**src/rtl/div_pkg.sv**
```systemverilog
`default_nettype none
// ============================================================================
//  Module   : div_pkg
//  Purpose  : Shared types and constants for the sequential signed divider.
//             Holds the divider state encoding and the default sizing.
//  Revision : 1.0 - initial release
// ============================================================================
package div_pkg;

    localparam int c_default_width     = 32;
    localparam int c_default_cnt_w     = 6;
    localparam int c_default_last_iter = c_default_width - 1;

    typedef enum logic [2:0] {
        IDLE = 3'd0,
        PREP = 3'd1,
        RUN  = 3'd2,
        FIX  = 3'd3,
        DONE = 3'd4
    } div_state_t;

endpackage : div_pkg
`default_nettype wire

```
**src/rtl/div_step.sv**
```systemverilog
`default_nettype none
// ============================================================================
//  Module   : div_step
//  Purpose  : One combinational restoring-division iteration. Shifts the
//             {rem,quo} pair left by one, subtracts the divisor when it fits
//             and shifts the resulting quotient bit into quo[0].
//  Ports    : rem      [WIDTH:0]   partial remainder in
//             quo      [WIDTH-1:0] quotient/dividend shift register in
//             divisor  [WIDTH-1:0] magnitude of the divisor
//             next_rem [WIDTH:0]   partial remainder out
//             next_quo [WIDTH-1:0] quotient shift register out
//  Revision : 1.0 - initial release
// ============================================================================
module div_step #(
    parameter int WIDTH = 32
) (
    input  logic [WIDTH:0]   rem,
    input  logic [WIDTH-1:0] quo,
    input  logic [WIDTH-1:0] divisor,
    output logic [WIDTH:0]   next_rem,
    output logic [WIDTH-1:0] next_quo
);

    // Carry one extra bit so the shifted remainder can never wrap before the
    // compare, even though the remainder always stays below the divisor.
    logic [WIDTH+1:0] w_shift;
    logic             w_fits;

    assign w_shift  = {rem, quo[WIDTH-1]};
    assign w_fits   = (w_shift >= {2'b00, divisor});
    assign next_rem = w_fits ? (WIDTH+1)'(w_shift - {2'b00, divisor}) : w_shift[WIDTH:0];
    assign next_quo = {quo[WIDTH-2:0], w_fits};

endmodule : div_step
`default_nettype wire

```
**src/rtl/seq_divider.sv**
```systemverilog
`default_nettype none
// ============================================================================
//  Module   : seq_divider
//  Purpose  : Multicycle signed integer divider (MIPS DIV). Quotient goes to
//             lo, remainder (sign of dividend) to hi; divide-by-zero is
//             flagged alongside ready.
//  Ports    : clk       rising-edge clock
//             reset     synchronous active-low reset
//             start     one-cycle request, honoured only while idle
//             a, b      dividend / divisor (two's complement)
//             hi, lo    remainder / quotient, held until next completion
//             ready     one-cycle result-valid pulse
//             div_zero  one-cycle pulse with ready when b was zero
//             busy      high while a division is in progress
//             unsigned_op (only with DIV_UNSIGNED_EN) selects DIVU
//  Options  : DIV_UNSIGNED_EN adds the unsigned_op port.
//  Revision : 1.0 - initial release
// ============================================================================
module seq_divider
    import div_pkg::*;
#(
    parameter int WIDTH = c_default_width,
    parameter int CNT_W = c_default_cnt_w
) (
    input  logic             clk,
    input  logic             reset,
    input  logic             start,
`ifdef DIV_UNSIGNED_EN
    input  logic             unsigned_op,
`endif
    input  logic [WIDTH-1:0] a,
    input  logic [WIDTH-1:0] b,
    output logic [WIDTH-1:0] hi,
    output logic [WIDTH-1:0] lo,
    output logic             ready,
    output logic             div_zero,
    output logic             busy
);

    localparam logic [CNT_W-1:0] c_last_iter = CNT_W'(WIDTH - 1);

    div_state_t       r_state;
    div_state_t       w_state_nxt;

    logic [WIDTH-1:0] r_a;
    logic [WIDTH-1:0] r_b;
    logic [WIDTH-1:0] r_quo;
    logic [WIDTH-1:0] r_div;
    logic [WIDTH:0]   r_rem;
    logic [CNT_W-1:0] r_cnt;
    logic             r_signed;
    logic             r_sign_q;
    logic             r_sign_r;
    logic             r_zero;
    logic [WIDTH-1:0] r_hi;
    logic [WIDTH-1:0] r_lo;
    logic             r_ready;
    logic             r_div_zero;

    logic             w_signed_op;
    logic             w_b_zero;
    logic [WIDTH:0]   w_rem_nxt;
    logic [WIDTH-1:0] w_quo_nxt;

`ifdef DIV_UNSIGNED_EN
    assign w_signed_op = ~unsigned_op;
`else
    assign w_signed_op = 1'b1;
`endif

    assign w_b_zero = (b == '0);

    div_step #(
        .WIDTH (WIDTH)
    ) u_step (
        .rem      (r_rem),
        .quo      (r_quo),
        .divisor  (r_div),
        .next_rem (w_rem_nxt),
        .next_quo (w_quo_nxt)
    );

    // ------------------------------------------------------------------
    // State register
    // ------------------------------------------------------------------
    always_ff @(posedge clk) begin
        if (!reset) begin
            r_state <= IDLE;
        end else begin
            r_state <= w_state_nxt;
        end
    end

    // ------------------------------------------------------------------
    // Next-state logic
    // ------------------------------------------------------------------
    always_comb begin
        w_state_nxt = r_state;
        case (r_state)
            IDLE: begin
                if (start) begin
                    w_state_nxt = w_b_zero ? DONE : PREP;
                end
            end
            PREP: w_state_nxt = RUN;
            RUN: begin
                if (r_cnt == c_last_iter) begin
                    w_state_nxt = FIX;
                end
            end
            FIX:     w_state_nxt = DONE;
            DONE:    w_state_nxt = IDLE;
            default: w_state_nxt = IDLE;
        endcase
    end

    // ------------------------------------------------------------------
    // Datapath
    // ------------------------------------------------------------------
    always_ff @(posedge clk) begin
        if (!reset) begin
            r_a        <= '0;
            r_b        <= '0;
            r_quo      <= '0;
            r_div      <= '0;
            r_rem      <= '0;
            r_cnt      <= '0;
            r_signed   <= 1'b0;
            r_sign_q   <= 1'b0;
            r_sign_r   <= 1'b0;
            r_zero     <= 1'b0;
            r_hi       <= '0;
            r_lo       <= '0;
            r_ready    <= 1'b0;
            r_div_zero <= 1'b0;
        end else begin
            r_ready    <= 1'b0;
            r_div_zero <= 1'b0;
            case (r_state)
                IDLE: begin
                    if (start) begin
                        r_a      <= a;
                        r_b      <= b;
                        r_signed <= w_signed_op;
                        r_sign_q <= w_signed_op & (a[WIDTH-1] ^ b[WIDTH-1]);
                        r_sign_r <= w_signed_op & a[WIDTH-1];
                        r_zero   <= w_b_zero;
                    end
                end
                PREP: begin
                    // The most negative value negates to itself, which read
                    // as unsigned is exactly its magnitude.
                    r_quo <= (r_signed && r_a[WIDTH-1]) ? -r_a : r_a;
                    r_div <= (r_signed && r_b[WIDTH-1]) ? -r_b : r_b;
                    r_rem <= '0;
                    r_cnt <= '0;
                end
                RUN: begin
                    r_rem <= w_rem_nxt;
                    r_quo <= w_quo_nxt;
                    r_cnt <= r_cnt + CNT_W'(1);
                end
                FIX: begin
                    r_lo <= r_sign_q ? -r_quo : r_quo;
                    r_hi <= r_sign_r ? -r_rem[WIDTH-1:0] : r_rem[WIDTH-1:0];
                end
                DONE: begin
                    r_ready    <= 1'b1;
                    r_div_zero <= r_zero;
                end
                default: ;
            endcase
        end
    end

    assign hi       = r_hi;
    assign lo       = r_lo;
    assign ready    = r_ready;
    assign div_zero = r_div_zero;
    assign busy     = (r_state == PREP) || (r_state == RUN) || (r_state == FIX);

endmodule : seq_divider
`default_nettype wire

```
**config.mk**
```make
export PLATFORM = sky130hd
export DESIGN_NAME = seq_divider
export DESIGN_NICKNAME = d
export VERILOG_FILES = /design/src/rtl/div_pkg.sv /design/src/rtl/div_step.sv /design/src/rtl/seq_divider.sv
export SDC_FILE = /design/constraint.sdc
export NUM_CORES = 1
export LEC_CHECK = 0
export ABC_CLOCK_PERIOD_IN_PS = 6590
export CORE_ASPECT_RATIO = 0.5
export CORE_UTILIZATION = 60
export CTS_BUF_LIST = sky130_fd_sc_hd__clkbuf_8
export DETAILED_ROUTE_END_ITERATION = 16
export PLACE_DENSITY = 0.93
export SYNTH_ARGS = -nofsm -noshare
export SYNTH_HDL_FRONTEND = slang
export SYNTH_SLANG_ARGS = --single-unit
export TNS_END_PERCENT = 10
```
**constraint.sdc**
```tcl
create_clock -name clk -period 6.59 [get_ports clk]
set_input_delay 0.9885 -clock clk [delete_from_list [all_inputs] [get_ports clk]]
set_output_delay 0.9885 -clock clk [all_outputs]
set_load 0.01 [all_outputs]
```
[Yosys cells after proc, flatten, opt, wreduce, memory -nomap -nowiden]
Index checks and enable logic that the tools add are counted.
Word-level totals
  bits in registers: 240
  bits of input ports: 67
  output and inout bits: 67
Cells by class
  $add $sub $neg: 6
  order comparisons: 1
  equal/unequal tests: 7
  multiplexer cells: 13
  bitwise gates (word level): 1
  reductions and logical operators: 10
Operators by type and width (number)
  $mux 32: 4
  $neg 32->32: 4
  $pmux 33 s2: 1
  $pmux 32 s2: 1
  $ge 34x32->1: 1
  $mux 33: 1
  $sub 33x32->33: 1
  $logic_not 32->1: 1
  $pmux 3 s4: 1
  $pmux 6 s2: 1
  $mux 3: 3
  $add 6x1->6 const B: 1
  $eq 3x2->1 const B: 2
  $eq 6x5->1 const B: 1
  $reduce_and 2->1: 3
  $ne 2x2->1 const B: 2
  $eq 3x1->1 const B: 1
  $eq 3x3->1 const B: 1
  $logic_not 3->1: 1
  $logic_and 1x1->1: 2
  $logic_or 1x1->1: 2
  $reduce_bool 2->1: 1
  $mux 1: 1
  $xor 1x1->1: 1

[Depth between registers and ports, before layout]
  depth in word-level cells: 4
  gate-level depth with buffers: 13

[By module]
A second synthesis with hierarchy kept.
Second synthesis, totals
  cell total of the unflattened synthesis: 1833
  area total of the unflattened synthesis: 14229.9 µm²
Modules (own cells, without submodules)
  seq_divider: times used 1, cells each 1451, area each 11611.1 µm², seq. area each 4784.6 µm²
  div_step: times used 1, cells each 382, area each 2618.8 µm², seq. area each 0.0 µm²

[Least setup slack after synthesis]
OpenSTA, ideal clock, no wires.
  path type: register -> register
  from: reg r_quo[31]
  to: reg r_rem[10]
  library setup time: 0.128 ns
  data arrival time: 2.830 ns
  data required time: 6.462 ns
  setup slack: 3.632 ns
  cell stages (with the launch flop): 14
  path buffers: 1
  clock period less this slack: 2.958 ns
  path through: dfxtp_1 -> inv_1 -> ha_1 -> inv_1 -> fa_1 -> a21o_1 -> a22oi_1 -> a21oi_1 -> and3_1 -> o21a_1 -> a21oi_1 -> buf_2 -> mux2i_1 -> o21ai_0
Between the ends
  word-level cells in the longest chain between the ends: 3
RTL lines
  from (decl): RTL line seq_divider.sv:47  | logic [WIDTH-1:0] r_quo;
  from (signal assigned): RTL line seq_divider.sv:153  | r_quo <= (r_signed && r_a[WIDTH-1]) ? -r_a : r_a;
  from (signal assigned): RTL line seq_divider.sv:160  | r_quo <= w_quo_nxt;
  $sub 33x32->33 / $ge 34x32->1 (equally long branches): RTL line div_step.sv:31, div_step.sv:30
  $mux 33 (*): RTL line div_step.sv:31  | assign next_rem = w_fits ? (WIDTH+1)'(w_shift - {2'b00, divisor}) : w_shift[WIDTH:0];
  $pmux 33 s2 (*): RTL line seq_divider.sv:139  | case (r_state)
  to (signal assigned): RTL line seq_divider.sv:159  | r_rem <= w_rem_nxt;
  to (decl): RTL line seq_divider.sv:49  | logic [WIDTH:0] r_rem;
Every way passes the cells marked *; elsewhere a longest branch is shown, timed or not.
A chain may end at the register's enable or synchronous reset.

[Worst setup path after layout]
  from: reg r_quo[31]
  to: reg r_rem[20]
The elaborated chain is that of the path after synthesis.

==> impl_metrics.env <==
export IMPL_drcViolationCount=0
export IMPL_start_kind="register"
export IMPL_maxSlewViolCount=0
export IMPL_grt_pass1_vias=11110
export IMPL_cpMaxStageDelayCell="buf_4"
export IMPL_dieArea_mm2=0.02220
export IMPL_period_share_pct=51.21
export IMPL_start_util_pct=62.12
export IMPL_cts_resized=0
export IMPL_tritoncts="yes"
export IMPL_synth_area_leaders="dfxtp_1 37%, nand2_1 7.5%, xor2_1 5.9%"
export IMPL_layout_drive_gt1_share_pct=4.925
export IMPL_status="finished clean"
export IMPL_drt_initial_drc_count=1095
export IMPL_path_buf_inv=3
export IMPL_max_stage_delay_ns=0.45
export IMPL_reg2reg_from="r_quo[31]$_SDFFE_PN0P_"
export IMPL_ys_ff_latch=239
export IMPL_drtAntennaViolNets=0
export IMPL_yosysSeqAreaShare_pct=36.97
export IMPL_endpoint_kind="register"
export IMPL_grt_max_degree=66
export IMPL_holdPathEnd="lo[18]$_SDFFE_PN0P_"
export IMPL_ctsHoldBuffers=0
export IMPL_critPathRequiredTime_ns=7.01
export IMPL_maxCapViolCount=0
export IMPL_fin_nets=1811
export IMPL_clk_pin_slew_worst_paths_ns=0.07
export IMPL_finClkSkew_ns=0.02704
export IMPL_netlist_area_mm2=0.01294
export IMPL_p_int_mw=5.020
export IMPL_power_total_mw=9.736
export IMPL_n_antenna_cell=0
export IMPL_gr_usage_all_layers_pct=30.96
export IMPL_clk_latency_ns=0.55
export IMPL_numCtsBuffers=35
export IMPL_area_delta_synth_final_pct=16.22
export IMPL_via_per_inst=6.153
export IMPL_vias=12300
export IMPL_hold_viol_final=0
export IMPL_wl_mm=35.06
export IMPL_dp_hpwl_mm=24.23
export IMPL_yosys_warnings=0
export IMPL_power_density_mw_per_mm2=647.3
export IMPL_fin_util_pct=72.20
export IMPL_synthArstFlopShare_pct=0
export IMPL_overflow=0
export IMPL_min_path_cells=2
export IMPL_die_h_um=105.8
export IMPL_dp_cells=1942
export IMPL_cp_data_arrival_time_ns=3.80
export IMPL_ir_drop_mv=1.091
export IMPL_r2r_end="r_rem[20]$_SDFFE_PN0P_"
export IMPL_clock_sinks=239
export IMPL_p_sw_share_pct=48.44
export IMPL_crit_top_cell="inv_1"
export IMPL_synth_largest_area_cell="dfxtp_1"
export IMPL_synth_enable_flop_cells=0
export IMPL_rsz0062_at_grt="false"
export IMPL_wl_per_cell_um=17.54
export IMPL_synth_avg_cell_area_um2=7.964
export IMPL_finalCriticalPeriod_ns=3.375
export IMPL_path_cells="inv_1, ha_1, inv_1, fa_1, a21o_1, a22oi_1, a21oi_1, and3_1, o21a_1, a21oi_4, buf_4, nand2b_1, o21ai_0"
export IMPL_ff2ff_path_depth=13
export IMPL_cts_root_buf="clkbuf_8"
export IMPL_slew_headroom_pct=22.28
export IMPL_hold_start="lo[18]$_SDFFE_PN0P_"
export IMPL_setup_tns_ns=0
export IMPL_die_x_um=209.7
export IMPL_drt_first_pass_iters=6
export IMPL_final_cell_count_no_fill=1999
export IMPL_htree_num_levels=2
export IMPL_fmax_ghz=0.2963
export IMPL_clockBufferDepth=3
export IMPL_cts_setup_buffers=0
export IMPL_netlist_area_leader_share_pct=36.97
export IMPL_io_pins=134
export IMPL_path_max_fanout=34
export IMPL_synthesis_nets=1730
export IMPL_hold_class="register to register"
export IMPL_core_mm2=0.02083
export IMPL_synth_cell_types=62
export IMPL_cp_top_family="compound AO/OA/AOI/OAI gates"
export IMPL_grt_pass1_wl_mm=55.97
export IMPL_p_leak_nw=5.930
export IMPL_synth_top_flop_cell="dfxtp_1"
export IMPL_antenna_found_initial=0
export IMPL_crit_type="register to register"
export IMPL_num_rows=37
export IMPL_setup_viol=0
export IMPL_numPortBuffers=133
export IMPL_power_frac_seq_pct=22.4
export IMPL_syn_instance_count=1625
export IMPL_pwr_share_comb_pct=65.2
export IMPL_gp_congestion=0.9675
export IMPL_clkPwrFrac_pct=12.4
export IMPL_r2r_slack_ns=3.22
export IMPL_switchingPower_mw=4.716
export IMPL_worstMarginPinSlew_ns=1.166
## how the worst max path moves through the flow
| stage | startpoint | to | slack [ns] | cells past startpoint |
|---|---|---|---|---|
| 2_1_floorplan | r_quo[31]$_SDFFE_PN0P_ | r_rem[10]$_SDFFE_PN0P_ | 3.63 | 13 |
| 3_3_place_gp | r_quo[31]$_SDFFE_PN0P_ | r_rem[20]$_SDFFE_PN0P_ | 3.38 | 13 |
| 3_5_place_dp | r_quo[31]$_SDFFE_PN0P_ | r_rem[29]$_SDFFE_PN0P_ | 3.28 | 13 |
| 4_1_cts | r_quo[31]$_SDFFE_PN0P_ | r_rem[29]$_SDFFE_PN0P_ | 3.28 | 13 |
| 5_1_grt | r_quo[31]$_SDFFE_PN0P_ | r_rem[29]$_SDFFE_PN0P_ | 2.99 | 13 |
| 6_report | r_quo[31]$_SDFFE_PN0P_ | r_rem[20]$_SDFFE_PN0P_ | 3.22 | 13 |
## stage by stage
stage / hold slack [ns] / setup slack (ns) / area [µm²]
CTS: 0.4577 / 3.282 / 15040
floorplan: 0.4207 / 3.632 / 12940
global placement: 0.4383 / 3.381 / 14360
global route: 0.4847 / 2.988 / 15040
finish: 0.4579 / 3.215 / 15040
detailed placement: 0.4495 / 3.276 / 14360
## area by class of cell
type / count / area [µm²]
clock buffers: 46 / 633.1
clock inverters: 11 / 52.55
fillers: 1516 / 5792
inverters: 57 / 216.5
multi-input cells: 1227 / 7589
flip-flops and latches: 239 / 4785
well taps: 273 / 341.6
repair buffers: 146 / 1424
## worst register-to-register path, cell delays in order, from the launching register on
cell      delay (ns)
dfxtp_1         0.34
inv_1           0.14
ha_1            0.18
inv_1           0.05
fa_1            0.40
a21o_1          0.22
a22oi_1         0.18
a21oi_1         0.14
and3_1          0.23
o21a_1          0.26
a21oi_4         0.15
buf_4           0.45
nand2b_1        0.36
o21ai_0         0.15
## layout by cell type, fill, tap and decap left out, drive strengths merged, types with 3 or more instances in the layout
cell type      instances
a211oi                58
a21boi                11
a21o                  11
a21oi                130
a22oi                 32
a31oi                  8
a32oi                  9
a41oi                  3
and2                  26
and3                  12
buf                   14
clkbuf                46
clkdlybuf4s50        132
dfxtp                239
ha                    37
inv                   65
mux2i                 26
nand2                260
nand2b                 7
nand3                 22
nand3b                 3
nand4                  8
nor2                 110
nor2b                  9
nor3                  19
nor4                  20
o211a                 12
o211ai                 5
o21a                   9
o21ai                116
o21bai                 3
o22ai                 10
o31ai                 29
o41ai                 18
or2                    3
or3                   14
or4                   19
xnor2                 57
xor2                  87
## routing by layer
| layer | track usage, % | up-vias | routed length [µm] |
|---|---|---|---|
| li1 | - | 5926 | - |
| met2 | 50.33 | 504 | 16270 |
| met3 | 6.377 | 83 | 2553 |
| met5 | 0 | - | 0 |
| met4 | 12.25 | 0 | 1135 |
| met1 | 40.34 | 5787 | 15100 |
## power by group through the flow
stage               sequential (mW)  combinational, mW  clock (mW)
finish                         2.18               6.34        1.21
detailed placement             2.19               6.17           0
global placement               2.17               6.05           0
floorplan                      2.05               4.87           0
CTS                            2.16               6.22        1.21
global route                   2.22               6.90        1.29
## kinds of logic after synthesis
family	after synthesis	synth area share [%]
AO/OA/AOI/OAI	480	23.95
XOR/XNOR	144	9.746
adder cells (fa/ha/maj)	38	3.732
buffers and inverters	159	4.631
flip-flops	239	36.97
multiplexers	26	2.011
AND/OR/NAND/NOR	539	18.96
## registers in the layout (all words and copies together) (netlist names), 3 cells and up
register and cells:
r_rem 33, hi 32, lo 32, r_a 32
r_b 32, r_div 32, r_quo 32, r_cnt 6
r_state 3
## cells in the mapped netlist (3+ instances only)
master	count
a21o_1	11
a22oi_1	32
inv_1	57
a41oi_1	3
a21oi_1	130
xor2_1	87
o22ai_1	10
nor4_1	20
dfxtp_1	239
or4_1	15
a211oi_1	58
mux2i_1	26
xnor2_1	57
nand2b_1	7
or3_1	14
nand3_1	22
nor3_1	19
o21a_1	9
clkbuf_1	99
a21boi_0	11
ha_1	37
o211ai_1	5
o31ai_1	28
and2_1	26
o211a_1	12
or2_2	3
a31oi_1	8
and3_1	12
nand4_1	8
or4_4	4
o41ai_1	17
a32oi_1	9
o21bai_1	3
o21ai_0	115
nor2_1	110
nor2b_1	9
nand2_1	260
nand3b_1	3
No activity file was read; power rests on OpenSTA's default activity.
==> RTL change 1 (config.mk and constraints unchanged) <==
Make the reset (`reset`) asynchronous in 2 clocked blocks. Comments in the files are not updated.
--- a/src/rtl/seq_divider.sv
+++ b/src/rtl/seq_divider.sv
@@ -85,3 +85,3 @@
     // ------------------------------------------------------------------
-    always_ff @(posedge clk) begin
+    always_ff @(posedge clk or negedge reset) begin
         if (!reset) begin
@@ -119,3 +119,3 @@
     // ------------------------------------------------------------------
-    always_ff @(posedge clk) begin
+    always_ff @(posedge clk or negedge reset) begin
         if (!reset) begin
Behaviour: differs if reset is asserted again (counterexample within 4 cycles, from zero or initial values and one cycle with reset low); with reset held inactive, the same outputs for 10 cycles.
==> RTL change 1 against the original RTL <==
Power down 6.2%. Die area up 3.8%. Area after synthesis up 3.9%. Critical path depth up 1. Non-clock buffer count down 1. Clock skew down 0.0035 ns. Wire length down 1.8%. Sequential cell count unchanged. Global-route usage up 0.20 points. Worst setup slack worse by 0.53 ns. Cell area up 4.0%.
==> RTL change 1: results (changes against the original RTL) <==
| Metric | Value |
|---|---|
| First-iteration detailed-routing DRC count | 847 (-23%) |
| DP Wirelength | 24.4 mm (+0.81%) |
| Psw | 4.17 mW (-12%) |
| CP Data Arrival Time | 4.37 ns (+0.57 ns) |
| Filler Cell Count | 1620 (+6.9%) |
| R2R setup slack | 2.69 ns (-0.53 ns) |
| Largest net degree at the start of global routing | 143 (+120%) |
| Post-DRT Antenna Nets | 0 (unchanged) |
| Hold path start | hi[15]$_DFFE_PN0P_ |
| Status | finished clean |
| Mapped Nets | 1543 (-11%) |
| Vias | 11200 (-8.6%) |
| Synth cell count leaders | 239 x dfrtp_1, 218 x o21ai_0, 212 x nand2_1 |
| Ys async rst share | 1.00 (+1.00) |
| GRT Util Overall | 0.312 (+0.00201) |
| Dpl cell area | 15000 um2 (+4.3%) |
| Port bufs | 133 (unchanged) |
| Crit-path max cell delay | 0.62 ns (+0.17 ns) |
| Static Leak | 6.91 nW (+17%) |
| First-pass GRT wire length | 56.8 mm (+1.4%) |
| Worst path slowest cell | a211o_1 |
| Clock root cell | clkbuf_8 |
| Worst min-delay path class | flop to flop |
| Crit-path max FO | 22 (-35%) |
| Netlist cell types | 70 (+13%) |
| Clock Latency Late Sink | 0.53 ns (-0.02 ns) |
| Top cells by area, synth | dfrtp_1 44%, o21ai_0 8.1%, xor2_1 6.1% |
| Worst Setup EP | r_rem[31]$_DFFE_PN0P_ |
| H-Tree Depth | 2 (unchanged) |
| Fin nets | 1646 (-9.1%) |
| Seq/Total Area, Yosys | 0.445 (+0.0751) |
| Final Wtd Congestion | 0.960 (-0.74%) |
| Slew margin rel. | 0.294 (+0.0708) |
| Wire length per cell | 18.5 um (+5.3%) |
| Hold depth | 2 (unchanged) |
| Layout cells sized above 1 | 0.0882 (+0.0390) |
| Max reg flops | 33 (unchanged) |
| Initial DRT Pass Iterations | 6 (unchanged) |
| Biggest register | r_rem |
| Reg-to-Reg Start | r_quo[31]$_DFFE_PN0P_ |
| Peak VDD IR | 0.000290 V (-73%) |
| Fin Clk Skew | 0.0235 ns (-0.00353 ns) |
| Final period util | 0.592 (+0.0803) |
| Worst Reg-to-Reg Cells | 14 (+1) |
| Pre-CTS WS | 2.80 ns (-0.476 ns) |
## RTL change 1: changes by cell type in the layout (fill, tap and decap cells not counted), moves of 8 or more
cell,change
mux2_2,+61
a211oi_1,-58
a21oi_1,-71
a21boi_0,-10
dfxtp_1,-239
or3_1,-9
o22ai_1,-8
nand3_1,-11
and2_1,-19
o211a_1,-11
nor2_1,-62
dfrtp_1,+239
o21ai_0,+103
nand2_1,-47
## RTL change 1: cells by family after synthesis
logic type / Yosys count / synth area share
muxes: 82 / 0.0667
xor gates and xnor gates: 149 / 0.0971
and+or+nand+nor: 392 / 0.138
DFF: 239 / 0.445
buffers and inverters: 132 / 0.0370
AOI/OAI and AO/OA: 406 / 0.180
adders and majority gates: 38 / 0.0359
## RTL change 1: worst min path at each step
stage | endpoint
finish | hi[15]$_DFFE_PN0P_
global route | r_div[8]$_DFFE_PN0P_
CTS | hi[18]$_DFFE_PN0P_
detailed placement | hi[18]$_DFFE_PN0P_
global placement | hi[5]$_DFFE_PN0P_
floorplan | r_rem[32]$_DFFE_PN0P_
## RTL change 1: area by class of cell
cell class                 instances  area (um2)  share of cell area
clock inverter                    19         105             0.00672
clock buffer                      41         564              0.0361
timing repair buffer             145        1440              0.0920
sequential                       239        5980               0.382
tap                              300         375              0.0240
multi-input combinational       1067        6980               0.446
inverter                          53         199              0.0127
## RTL change 1: power by group through the flow
| stage | Sequential, mW | Combinational (mW) | Clock, mW |
|---|---|---|---|
| after floorplan | 2.76 | 3.56 | 0 |
| after global placement | 2.86 | 4.81 | 0 |
| after detailed placement | 2.92 | 4.95 | 0 |
| after CTS | 2.90 | 4.99 | 1.20 |
| after global routing | 3.01 | 5.55 | 1.27 |
| final | 2.92 | 5.03 | 1.18 |
## RTL change 1: per-stage QoR
stage,std cells,hold slack [ns],total power [mW]
after detailed placement,1804,0.469,7.88
after floorplan,1438,0.445,6.32
after global placement,1804,0.461,7.67
final,1864,0.479,9.13
after global routing,1864,0.505,9.83
after CTS,1864,0.484,9.10
## RTL change 1: worst max-delay path: cells and delay by family (launching register included)
| kind | cells | cell delay [ns] |
|---|---|---|
| buffers and inverters | 4 | 0.75 |
| AO/OA/AOI/OAI | 7 | 1.98 |
| adder cells (fa/ha/maj) | 2 | 0.59 |
| AND/OR/NAND/NOR | 1 | 0.12 |
| flip-flops | 1 | 0.40 |
## RTL change 1: per-layer routing
| layer | routed length (um) | global-route usage |
|---|---|---|
| met3 | 1970 | 0.0575 |
| met4 | 947 | 0.0964 |
| met2 | 16900 | 0.545 |
| met5 | 0 | 0 |
| met1 | 14600 | 0.393 |
==> RTL change 2 (same flow settings) <==
Made on the original files. The option `DIV_UNSIGNED_EN` is turned on by a define.
--- a/src/rtl/seq_divider.sv
+++ b/src/rtl/seq_divider.sv
@@ -18,2 +18,4 @@
 // ============================================================================
+`define DIV_UNSIGNED_EN
+
 module seq_divider
Interface: changed (added unsigned_op); port bits go from 134 to 135. The function was not compared with the original's and may differ.
==> RTL change 2 against the original RTL <==
Area after synthesis up 6.3%. Largest cell class unchanged. Clock power grew 7%. Power decreased by 13%. Utilization down 0.16 points. Worst hold slack improved by 0.0034 ns. Critical path type unchanged. Critical path depth unchanged. Worst setup slack got worse by 0.15 ns. Sequential cell count is 1 higher. Sequential power shrank 5%. Clock skew rose by 0.0092 ns. Cell area up 5.7%. Wire length increased by 0.68%.
==> RTL change 2: results (changes against the original RTL) <==
| Metric | Value |
|---|---|
| Status | finished clean |
| H-Tree Depth | 2 (unchanged) |
| Die Width | 216 um (+3.1%) |
| Reg clk slew, reported paths | 0.08 ns |
| Post-synth top area cell | dfxtp_1 |
| Ys async rst share | 0 (unchanged) |
| Synth cell count leaders | 338 x nand2_1, 240 x dfxtp_1, 91 x xor2_1 |
| Peak VDD IR | 0.000500 V (-54%) |
| First-iteration detailed-routing DRC count | 1103 (+0.73%) |
| Routed length on met1 | 15.2 mm (+0.44%) |
| Drt total wl | 35.3 mm (+0.68%) |
| Fin Clk Skew | 0.0362 ns (+0.00917 ns) |
| Netlist cell types | 78 (+26%) |
| Crit path from | r_quo[31]$_SDFFE_PN0P_ |
| Worst min-delay path class | flop to flop |
| Crit-path max cell delay | 0.47 ns (+0.02 ns) |
| Largest net degree at the start of global routing | 118 (+79%) |
| Pre-CTS WS | 3.19 ns (-0.0865 ns) |
| Crit-path max FO | 29 (-15%) |
| Met3 Wirelength | 2.16 mm (-16%) |
| Clock root cell | clkbuf_8 |
| Num CTS Buffers | 36 (+2.9%) |
| Static Leak | 6.84 nW (+15%) |
| Initial antenna violation count | 0 (unchanged) |
| Dpl cell area | 15100 um2 (+5.4%) |
| Internal | 4.43 mW (-12%) |
| Max reg flops | 33 (unchanged) |
| GRT Util Overall | 0.292 (-0.0172) |
| # diodes | 0 (unchanged) |
| Worst path slowest cell | buf_4 |
| Number of global-route vias before repair | 11700 (+5.0%) |
| Clock Latency Late Sink | 0.56 ns |
| Top cells by area, synth | dfxtp_1 35%, nand2_1 9.2%, xor2_1 5.8% |
| Worst slew pin tran | 1.33 ns (+0.165 ns) |
| Initial DRT Pass Iterations | 8 (+2) |
| Port bufs | 134 (+0.75%) |
| Max layer used | met4 |
| Met2 Wirelength | 16.8 mm (+3.2%) |
| Post CTS Setup Buffer Count | 0 (unchanged) |
| Mapped Nets | 1779 (+2.8%) |
| Synth Warn # | 0 (unchanged) |
| Max clock buf depth | 3 (unchanged) |
| Final Wtd Congestion | 0.960 (-0.80%) |
| Hold path start | r_div[30]$_SDFFE_PN0P_ |
| Vias | 12700 (+2.9%) |
| Biggest register | r_rem |
| First-pass GRT wire length | 56.8 mm (+1.5%) |
| Cts repair resizes | 0 (unchanged) |
| Layout cells sized above 1 | 0.0608 (+0.0116) |
| DP Wirelength | 24.7 mm (+1.8%) |
| Fin nets | 1854 (+2.4%) |
| Seq/Total Area, Yosys | 0.349 (-0.0204) |
| CP Data Arrival Time | 4.00 ns (+0.20 ns) |
## RTL change 2: power groups by stage
stage	logic (mW)	registers, mW	clock network [mW]
2_1_floorplan	3.88	2.02	0
3_3_place_gp	4.82	2.09	0
3_5_place_dp	4.93	2.10	0
4_1_cts	4.99	2.07	1.30
5_1_grt	5.51	2.12	1.38
6_report	5.11	2.08	1.29
## RTL change 2: worst paths after layout
path | end | slack [ns] | depth (start not counted)
min reg2reg | r_div[30]$_SDFFE_PN0P_ | 0.46 | 2
max | r_rem[29]$_SDFFE_PN0P_ | 3.06 | 13
max reg2reg | r_rem[29]$_SDFFE_PN0P_ | 3.06 | 13
min | r_div[30]$_SDFFE_PN0P_ | 0.46 | 2
## RTL change 2: critical path, delay by kind of cell (launching register included)
family                     cells  cell delay [ns]
AOI/OAI and AO/OA              6             1.43
adders and majority gates      2             0.46
buffers and inverters          3             0.64
DFF                            1             0.33
and+or+nand+nor                2             0.58
## RTL change 2: layout make-up
| cell class | count | area [um2] |
|---|---|---|
| sequential | 240 | 4800 |
| fill | 1628 | 6170 |
| timing repair buffer | 144 | 1410 |
| multi-input combinational | 1275 | 8350 |
| clock buffer | 45 | 619 |
| tap | 300 | 375 |
| clock inverter | 20 | 140 |
| inverter | 51 | 191 |
## RTL change 2: kinds of logic after synthesis
logic type      synth area share
simple gates               0.199
mux                       0.0198
compound gates             0.259
fa+ha+maj                 0.0351
buf+inv                   0.0451
flops                      0.349
xor+xnor                  0.0923
## RTL change 2: stage by stage
step / utilization / cells / hold WS [ns]
2_1_floorplan: - / 1673 / 0.424
3_3_place_gp: 0.686 / 2010 / 0.435
3_5_place_dp: 0.686 / 2010 / 0.448
4_1_cts: 0.720 / 2075 / 0.457
5_1_grt: 0.720 / 2075 / 0.482
6_report: 0.720 / 2075 / 0.461
## RTL change 2: per-layer routing
metal  vias up  track usage
li1       6087            -
met1      6013        0.370
met2       454        0.500
met3       101       0.0466
met4         0        0.124
met5         -            0
